File: src/rtl/t_sync_counter.sv
// Modulo up/down counter built from T flip-flop equations: every update is
// q ^ t, with t derived from the carry/borrow toggle chains or the load value.
module t_sync_counter #(
    parameter int WIDTH = 4
) (
    input  logic             clk,
    input  logic             reset,
    input  logic             en,
    input  logic             up,
    input  logic             load,
    input  logic [WIDTH-1:0] load_val,
    input  logic [WIDTH-1:0] mod_val,
    input  logic             clr_wrap,
    output logic [WIDTH-1:0] q,
    output logic [WIDTH-1:0] t_vec,
    output logic             tc,
    output logic             wrap_flag
);

    logic [WIDTH-1:0] t;
    logic [WIDTH-1:0] t_inc;
    logic [WIDTH-1:0] t_dec;
    logic [WIDTH-1:0] load_sat;
    logic             wrap_evt;

    // Bit i toggles when all lower bits are 1 (increment) or all 0 (decrement).
    always_comb begin
        t_inc = '0;
        t_dec = '0;
        for (int i = 0; i < WIDTH; i++) begin
            logic [WIDTH-1:0] low;
            low      = (WIDTH'(1) << i) - WIDTH'(1);
            t_inc[i] = ((q & low) == low);
            t_dec[i] = ((~q & low) == low);
        end
    end

    always_comb begin
        t        = '0;
        wrap_evt = 1'b0;
        load_sat = (load_val > mod_val) ? mod_val : load_val;
        if (load) begin
            t = q ^ load_sat;
        end else if (en) begin
            if (up) begin
                if (q >= mod_val) begin
                    t        = q;
                    wrap_evt = 1'b1;
                end else begin
                    t = t_inc;
                end
            end else begin
                // q above mod_val only happens if mod_val dropped mid-count.
                if (q == '0 || q > mod_val) begin
                    t        = q ^ mod_val;
                    wrap_evt = 1'b1;
                end else begin
                    t = t_dec;
                end
            end
        end
    end

    assign tc = wrap_evt;

    always_ff @(posedge clk) begin
        if (reset) begin
            q         <= '0;
            t_vec     <= '0;
            wrap_flag <= 1'b0;
        end else begin
            q     <= q ^ t;
            t_vec <= t;
            if (wrap_evt)
                wrap_flag <= 1'b1;
            else if (clr_wrap)
                wrap_flag <= 1'b0;
        end
    end

endmodule

File: config.mk
export PLATFORM = sky130hd
export DESIGN_NAME = t_sync_counter
export DESIGN_NICKNAME = d
export VERILOG_FILES = /design/src/rtl/t_sync_counter.sv
export SDC_FILE = /design/constraint.sdc
export NUM_CORES = 1
export LEC_CHECK = 0
export ABC_CLOCK_PERIOD_IN_PS = 3200
export CORE_MARGIN = 5
export CORE_UTILIZATION = 48
export DETAILED_ROUTE_END_ITERATION = 12
export GPL_TIMING_DRIVEN = 1
export PLACE_DENSITY = 0.78
export SYNTH_ARGS = -nofsm -noshare
export SYNTH_HDL_FRONTEND = slang
export SYNTH_SLANG_ARGS = --single-unit
File: constraint.sdc
create_clock -name clk -period 3.2 [get_ports clk]
set_clock_uncertainty 0.05 [all_clocks]
set_input_delay 0.48 -clock clk [delete_from_list [all_inputs] [get_ports clk]]
set_output_delay 0.48 -clock clk [all_outputs]
set_load 0.01 [all_outputs]
==> results.md, run 1 <==
* R2r setup slk at 0.61 ns
* Number of ports placed on the die boundary at 24
* Post-Synth Simple-Gate Area at 26.18%
* Final worst path period share at 86.16%
* Number of hold-slack violations in the final timing report at 0
* Insertion delay of the later-clocked pin in the worst-skew pair at 0.26 ns
* RePlAce Congestion at 0.9781
* Start point of the critical path: mod_val[1]
* Total half-perimeter wirelength after legalization and detailed placement at 2.160 mm
* Fraction of final layout cells sized beyond drive strength 1 at 14.48%
* Mean number of vias per cell at 6.041
* Count of clock tree sinks at 9
* Fraction of post-synthesis cell area in the top cell type by area at 18.85%
* Total CTS buffers at 3
* Gates resized, CTS repair at 0
* Leakage dissipation at 0.5433 nW
* Outcome: finished clean
* Crit path buf inv count at 3
* CP Launch Type: input pin
* Capture point of the critical path: tc
* Width of the chip at 54.63 um
* Number of distinct library cells after synthesis at 43
* Clock slew at reported path FFs at 0.05 ns
* Initial DRC Count at 33
* Die outline area at 2984 sq um
* Family with the most delay on the worst path: buffers and inverters
* Count of cells along the worst register-to-register path at 9
* All-layer global routing usage at 19.02%
* Area of the mapped netlist at 955.9 sq um
* Final number of max-transition violations at 0
* Initial antenna violation count at 0
* Endpoint class of the critical path: primary output
* Critical-path top delay cell: sky130_fd_sc_hd__clkdlybuf4s50_1
* Starting density of the core at 49.74%
* Post-Layout Cell Count at 172
* Mapped Cells at 118
* Dominant combinational cell family by area after synthesis: compound AO/OA/AOI/OAI gates
* Worst setup path category: input pin to primary output
* Diodes inserted at 0
* Total number of yosys warnings at 0
* Peak fanout along the critical path at 4
* Layout Area Growth over Synthesis at 31.68%
* Post-synthesis share of cell area spent on full adders, half adders and majority gates at 10.47%
* Sequential area share after synthesis at 18.85%
* Post-detailed-route wirelength per cell at 15.56 um
* Die Y at 54.63 um
* Slew at the pin closest to its max-slew limit at 0.3886 ns
* Total iterations of the first detailed-routing run at 5
* Wire length of the first global-routing pass at 4.119 mm
* DR vias at 1039
* Final Routed Wirelength at 2.676 mm
* IO buf count at 23
* Clock tree from TritonCTS: built
* Cell depth of the worst setup path at 8
* Setup_tns at 0 ns
* Dominant cells by area after synthesis: sky130_fd_sc_hd__dfxtp_1 (19%), sky130_fd_sc_hd__ha_1 (10%), sky130_fd_sc_hd__a21oi_1 (5.2%)
* Power density cells at 421.2 nW/um^2
* Worst reg2reg path startpoint: q[0]
* Post-CTS Hold Buffers at 0
* Final routed DRC violation total at 0
* Most frequently used flop master after synthesis: sky130_fd_sc_hd__dfxtp_1
* Max-cap viol count at 0
* Yosys top cell by area: sky130_fd_sc_hd__dfxtp_1
* Number of nets produced by synthesis at 140
* Average footprint of a synthesized cell at 8.101 sq um
* Crit path time final at 2.757 ns
* Cell Chain, Critical Path: clkdlybuf4s50_1 > inv_1 > ha_2 > nor2b_4 > o211a_1 > o21ai_2 > a21oi_1 > dlymetal6s2s_1
* Largest net degree at the start of global routing at 10
* Count of nets left with antenna violations after detail routing at 0
* Critical Path Max Stage Delay at 0.45 ns
* Maximum ir drop on the vdd rail at 0.3443 mV
* Clock root buffer: sky130_fd_sc_hd__clkbuf_4
* Overflow left after global routing at 0
* Via count of the first global-routing pass at 962
* Worst max-slew margin expressed relative to the limit at 73.98%
* CORE AREA at 1922 sq um
* Data required time of the critical path at 2.67 ns
* Compound-Gate Fraction of Synth Area at 34.95%
* Critical path arrival at 2.23 ns
* Final nets at 168
* Unrepaired setup endpoints after global routing: no
* Worst hold-check path type: flip-flop to flip-flop
* Final setup viols at 0
* Achievable clock frequency at 362.7 MHz
* Std cell rows at 16
* H-tree level count at 1
* Mux cell area share after synthesis at 1.571%
* Cell count after placement at 168
* Fill cell total of the finished layout at 164
* Post-synth EDFFs at 0
* Number of storage elements in the synthesis netlist at 9
* Setup Fix Bufs, Post-CTS at 0
* Share of the synthesized netlist area taken by xor and xnor gates at 0.9162%
* Critical register-to-register path endpoint: q[1]
* Post-synth ARST share at 0%
* Deepest clock path buffer count at 2
==> synthesized netlist by cell type (3+ instances only) <==
cell / n
sky130_fd_sc_hd__a21oi_1: 10
sky130_fd_sc_hd__nand3_1: 5
sky130_fd_sc_hd__a31oi_1: 3
sky130_fd_sc_hd__nand2_1: 8
sky130_fd_sc_hd__nor2_1: 5
sky130_fd_sc_hd__o21ai_0: 7
sky130_fd_sc_hd__nor3_1: 4
sky130_fd_sc_hd__inv_1: 12
sky130_fd_sc_hd__ha_1: 8
sky130_fd_sc_hd__nand3b_1: 4
sky130_fd_sc_hd__dfxtp_1: 9
==> power breakdown <==
group | leakage (nW) | internal, mW | switching [mW]
sequential | 0.0745 | 0.127 | 0.0171
combinational | 0.454 | 0.142 | 0.159
clock | 0.0150 | 0.0479 | 0.0369
total | 0.543 | 0.317 | 0.213
==> per-layer routing <==
layer | up-vias | GRT usage (%) | routed length, um
met1 | 469 | 23.00 | 1117
li1 | 505 | - | -
met5 | - | 0 | 0
met4 | 0 | 5.809 | 50
met3 | 12 | 5.450 | 246
met2 | 53 | 32.09 | 1261
==> per-stage QoR <==
stage               area [sq um]  hold WS (ns)  total power, mW  setup slack, ns  utilization, %
floorplan                  955.9        0.4758           0.3429           0.9226               -
global placement            1227        0.4204           0.4340           0.1127           63.87
detailed placement          1227        0.4392           0.4416          0.04393           63.87
CTS                         1254        0.4540           0.5314          0.03263           65.23
global route                1259        0.4752           0.5672           0.3854           65.49
finish                      1259        0.4523           0.5301           0.4430           65.49
==> flip-flops by register name, indices dropped and copies added, names as in the netlist <==
signal and cells:
q 4, t_vec 4, wrap_flag 1
==> cells in the final DEF (no fill, tap or decap), types with 2 or more instances in the layout <==
cell / instances
sky130_fd_sc_hd__inv_1: 12
sky130_fd_sc_hd__nand3_1: 5
sky130_fd_sc_hd__o211ai_1: 2
sky130_fd_sc_hd__clkbuf_4: 3
sky130_fd_sc_hd__a21oi_2: 2
sky130_fd_sc_hd__dfxtp_1: 9
sky130_fd_sc_hd__and3_1: 2
sky130_fd_sc_hd__a21boi_0: 2
sky130_fd_sc_hd__a221oi_2: 2
sky130_fd_sc_hd__a31oi_1: 3
sky130_fd_sc_hd__and4_1: 2
sky130_fd_sc_hd__clkdlybuf4s50_1: 22
sky130_fd_sc_hd__nor3_1: 4
sky130_fd_sc_hd__nand4_1: 2
sky130_fd_sc_hd__nor2_1: 5
sky130_fd_sc_hd__a21oi_1: 10
sky130_fd_sc_hd__nand3b_1: 4
sky130_fd_sc_hd__ha_1: 7
sky130_fd_sc_hd__o31a_1: 2
sky130_fd_sc_hd__o21ai_0: 7
sky130_fd_sc_hd__buf_4: 4
sky130_fd_sc_hd__nand2_1: 8
sky130_fd_sc_hd__a211oi_1: 2
sky130_fd_sc_hd__a211oi_2: 2
==> worst min-delay path by stage <==
stage          startpoint        end  slack (ns)  cells after the start
2_1_floorplan   wrap_flag  wrap_flag        0.48                      2
3_3_place_gp    wrap_flag  wrap_flag        0.42                      2
3_5_place_dp    wrap_flag  wrap_flag        0.44                      2
4_1_cts         wrap_flag  wrap_flag        0.45                      2
5_1_grt         wrap_flag  wrap_flag        0.48                      2
6_report        wrap_flag  wrap_flag        0.45                      2
==> final cells by class <==
cell class / count / area [sq um] / share of cell area [%]
well taps: 27 / 33.78 / 2.684
clock buffers: 4 / 26.28 / 2.087
multi-input cells: 93 / 710.7 / 56.46
inverters: 12 / 45.04 / 3.579
flip-flops and latches: 9 / 180.2 / 14.31
repair buffers: 27 / 262.8 / 20.87
==> cells by family after synthesis <==
family,Yosys count
mux,1
simple gates,39
buf+inv,16
compound gates,44
fa+ha+maj,8
flops,9
xor+xnor,1
==> worst reg2reg max path, stage by stage, from the launching register on <==
cell	delay [ns]
sky130_fd_sc_hd__dfxtp_1	0.54
sky130_fd_sc_hd__inv_1	0.17
sky130_fd_sc_hd__ha_1	0.43
sky130_fd_sc_hd__nand4_4	0.10
sky130_fd_sc_hd__buf_4	0.17
sky130_fd_sc_hd__and2_4	0.15
sky130_fd_sc_hd__and3_1	0.18
sky130_fd_sc_hd__a311oi_2	0.33
sky130_fd_sc_hd__a21oi_1	0.11
sky130_fd_sc_hd__o31a_1	0.25
(Power assumes the default switching activity.)
==> run 2, diff against run 1 <==
--- a/config.mk
+++ b/config.mk
@@ -12,3 +12,3 @@
 export GPL_TIMING_DRIVEN = 1
-export PLACE_DENSITY = 0.78
+export PLACE_DENSITY = 0.77
 export SYNTH_ARGS = -nofsm -noshare
==> constraint.sdc (replaced) <==
create_clock -name clk -period 3.2 [get_ports clk]
set_clock_uncertainty 0.05 [all_clocks]
set_input_delay 0.64 -clock clk [delete_from_list [all_inputs] [get_ports clk]]
set_output_delay 0.64 -clock clk [all_outputs]
set_load 0.01 [all_outputs]
==> results.md, run 2 (synthesized netlist as in run 1, its figures left out) <==
* Outcome: finished clean
* Total half-perimeter wirelength after legalization and detailed placement at 2.365 mm (+9.5%)
* Final worst path period share at 96.51% (+10 points)
* Wire length of the first global-routing pass at 4.685 mm (+14%)
* Clock Power Share at 15.4% (-0.6 points)
* Clock root buffer: sky130_fd_sc_hd__clkbuf_4
* Switching share of power at 39.23% (-0.98 points)
* DR vias at 1131 (+8.9%)
* Met2 wirelength from detailed routing at 1.510 mm (+20%)
* Max-cap viol count at 0 (unchanged)
* Critical path arrival at 2.40 ns (+0.17 ns)
* Number of ports placed on the die boundary at 24 (unchanged)
* Number of hold-slack violations in the final timing report at 0 (unchanged)
* Setup Fix Bufs, Post-CTS at 0 (unchanged)
* Count of clock tree sinks at 9 (unchanged)
* Total iterations of the first detailed-routing run at 4 (-1)
* Worst setup path category: input pin to primary output
* Fraction of final layout cells sized beyond drive strength 1 at 24.54% (+10 points)
* Count of nets left with antenna violations after detail routing at 0 (unchanged)
* Maximum ir drop on the vdd rail at 0.3164 mV (-8.1%)
* Deepest clock path buffer count at 2 (unchanged)
* Die Y at 54.63 um (unchanged)
* Final Routed Wirelength at 2.910 mm (+8.7%)
* Overflow left after global routing at 0 (unchanged)
* Width of the chip at 54.63 um (unchanged)
* Diodes inserted at 0 (unchanged)
* All-layer global routing usage at 21.61% (+2.6 points)
* Setup_tns at 0 ns (unchanged)
* Achievable clock frequency at 323.8 MHz (-11%)
* Peak fanout along the critical path at 7 (+3)
* Final routed DRC violation total at 0 (unchanged)
* Worst max-slew margin expressed relative to the limit at 76.25% (+2.3 points)
* H-tree level count at 1 (unchanged)
* IO buf count at 23 (unchanged)
* Power density cells at 414.8 nW/um^2 (-1.5%)
* Slew at the pin closest to its max-slew limit at 0.3562 ns (-0.03240 ns)
* Wire length on met3 at 154 um (-37%)
* Std cell rows at 16 (unchanged)
* Finished layout cell area at 1403 sq um (+11%)
* Starting density of the core at 49.74% (unchanged)
* Crit path time final at 3.088 ns (+0.3312 ns)
* Initial DRC Count at 42 (+27%)
* Final setup viols at 0 (unchanged)
* Highest layer used for signal routing: met4
* CORE AREA at 1922 sq um (unchanged)
* Layout Area Growth over Synthesis at 46.73%
* Die outline area at 2984 sq um (unchanged)
* Data required time of the critical path at 2.51 ns (-0.16 ns)
* Highest-count cells in the layout ignoring fill and taps: sky130_fd_sc_hd__clkdlybuf4s50_1 (22), sky130_fd_sc_hd__buf_4 (22), sky130_fd_sc_hd__inv_1 (12)
* Leakage dissipation at 0.6177 nW (+14%)
* RePlAce Congestion at 0.9897 (+1.2%)
* Post-detailed-route wirelength per cell at 15.32 um (-1.6%)
* Unrepaired setup endpoints after global routing: no
* Total net switching power at 228.2 uW (+7.1%)
* Flop pwr share at 23.3% (-3.9 points)
* Total CTS buffers at 3 (unchanged)
* Endpoint class of the critical path: primary output
* DP Area at 1363 sq um (+11%)
* Final nets at 186 (+11%)
* Clock tree from TritonCTS: built
* Worst hold-check path type: flip-flop to flip-flop
* Insertion delay of the later-clocked pin in the worst-skew pair at 0.27 ns (about the same)
* Via count of the first global-routing pass at 1100 (+14%)
* Post-Route M1 WL at 1.234 mm (+10%)
* Final number of max-transition violations at 0 (unchanged)
* Relative contribution of combinational cells to total power at 61.3% (+4.5 points)
* Mean number of vias per cell at 5.953 (-1.5%)
* Largest net degree at the start of global routing at 10 (unchanged)
* Largest registers: q: 4 flops, t_vec: 4 flops, wrap_flag: 1 flops
* Initial antenna violation count at 0 (unchanged)
* Internal power contribution at 353.6 uW (+12%)
* CP Launch Type: input pin
* Clock slew at reported path FFs at 0.07 ns (+0.02 ns)
run 2: per-layer routing:
layer | global-route usage [%] | vias up
met5 | 0 | -
met4 | 7.469 | 0
met3 | 4.905 | 2
met2 | 37.01 | 47
met1 | 26.10 | 536
li1 | - | 546
run 2: timing repair:
item,4_1_cts,5_1_grt
gates resized for setup,1,2
pin swaps,0,1
hold buffers,0,0
endpoints found under the setup margin,1,1
run 2: layout make-up:
cell class / count / area [sq um]
Inverter: 12 / 45.04
Clock buffer: 4 / 26.28
Fill cell: 155 / 519.2
Tap cell: 27 / 33.78
Timing Repair Buffer: 45 / 394.1
Sequential cell: 9 / 180.2
Multi-Input combinational cell: 93 / 723.2
run 2: path summary, 6_finish.rpt:
check,startpoint,endpoint,slack (ns),depth (start not counted)
worst max-delay path,mod_val[3],tc,0.11,7
worst min register to register,wrap_flag,wrap_flag,0.44,2
worst min-delay path,wrap_flag,wrap_flag,0.44,2
worst max register to register,q[0],q[3],0.93,9
run 2: critical path, stage by stage:
cell                              delay, ns
sky130_fd_sc_hd__clkdlybuf4s50_1       0.49
sky130_fd_sc_hd__inv_1                 0.07
sky130_fd_sc_hd__ha_2                  0.41
sky130_fd_sc_hd__o211a_1               0.22
sky130_fd_sc_hd__o21ai_2               0.08
sky130_fd_sc_hd__a21oi_1               0.21
sky130_fd_sc_hd__dlygate4sd2_1         0.29
run 2: power by group through the flow:
stage / Combinational (mW) / Clock [mW] / Sequential [mW]
6_report: 0.357 / 0.0894 / 0.136
5_1_grt: 0.384 / 0.0992 / 0.136
4_1_cts: 0.348 / 0.0915 / 0.134
3_5_place_dp: 0.347 / 0 / 0.137
3_3_place_gp: 0.337 / 0 / 0.137
2_1_floorplan: 0.191 / 0 / 0.152
run 2: through the flow:
stage,util [%],hold slack (ns),power [mW],setup WS [ns],std cells
after CTS,72.20,0.4446,0.5742,0.05720,190
final,72.98,0.4425,0.5818,0.1118,190
after global routing,72.98,0.4801,0.6193,0.001803,190
after floorplan,-,0.4758,0.3429,0.7374,118
after global placement,70.90,0.4164,0.4740,-0.1670,186
after detailed placement,70.90,0.4326,0.4840,-0.2387,186
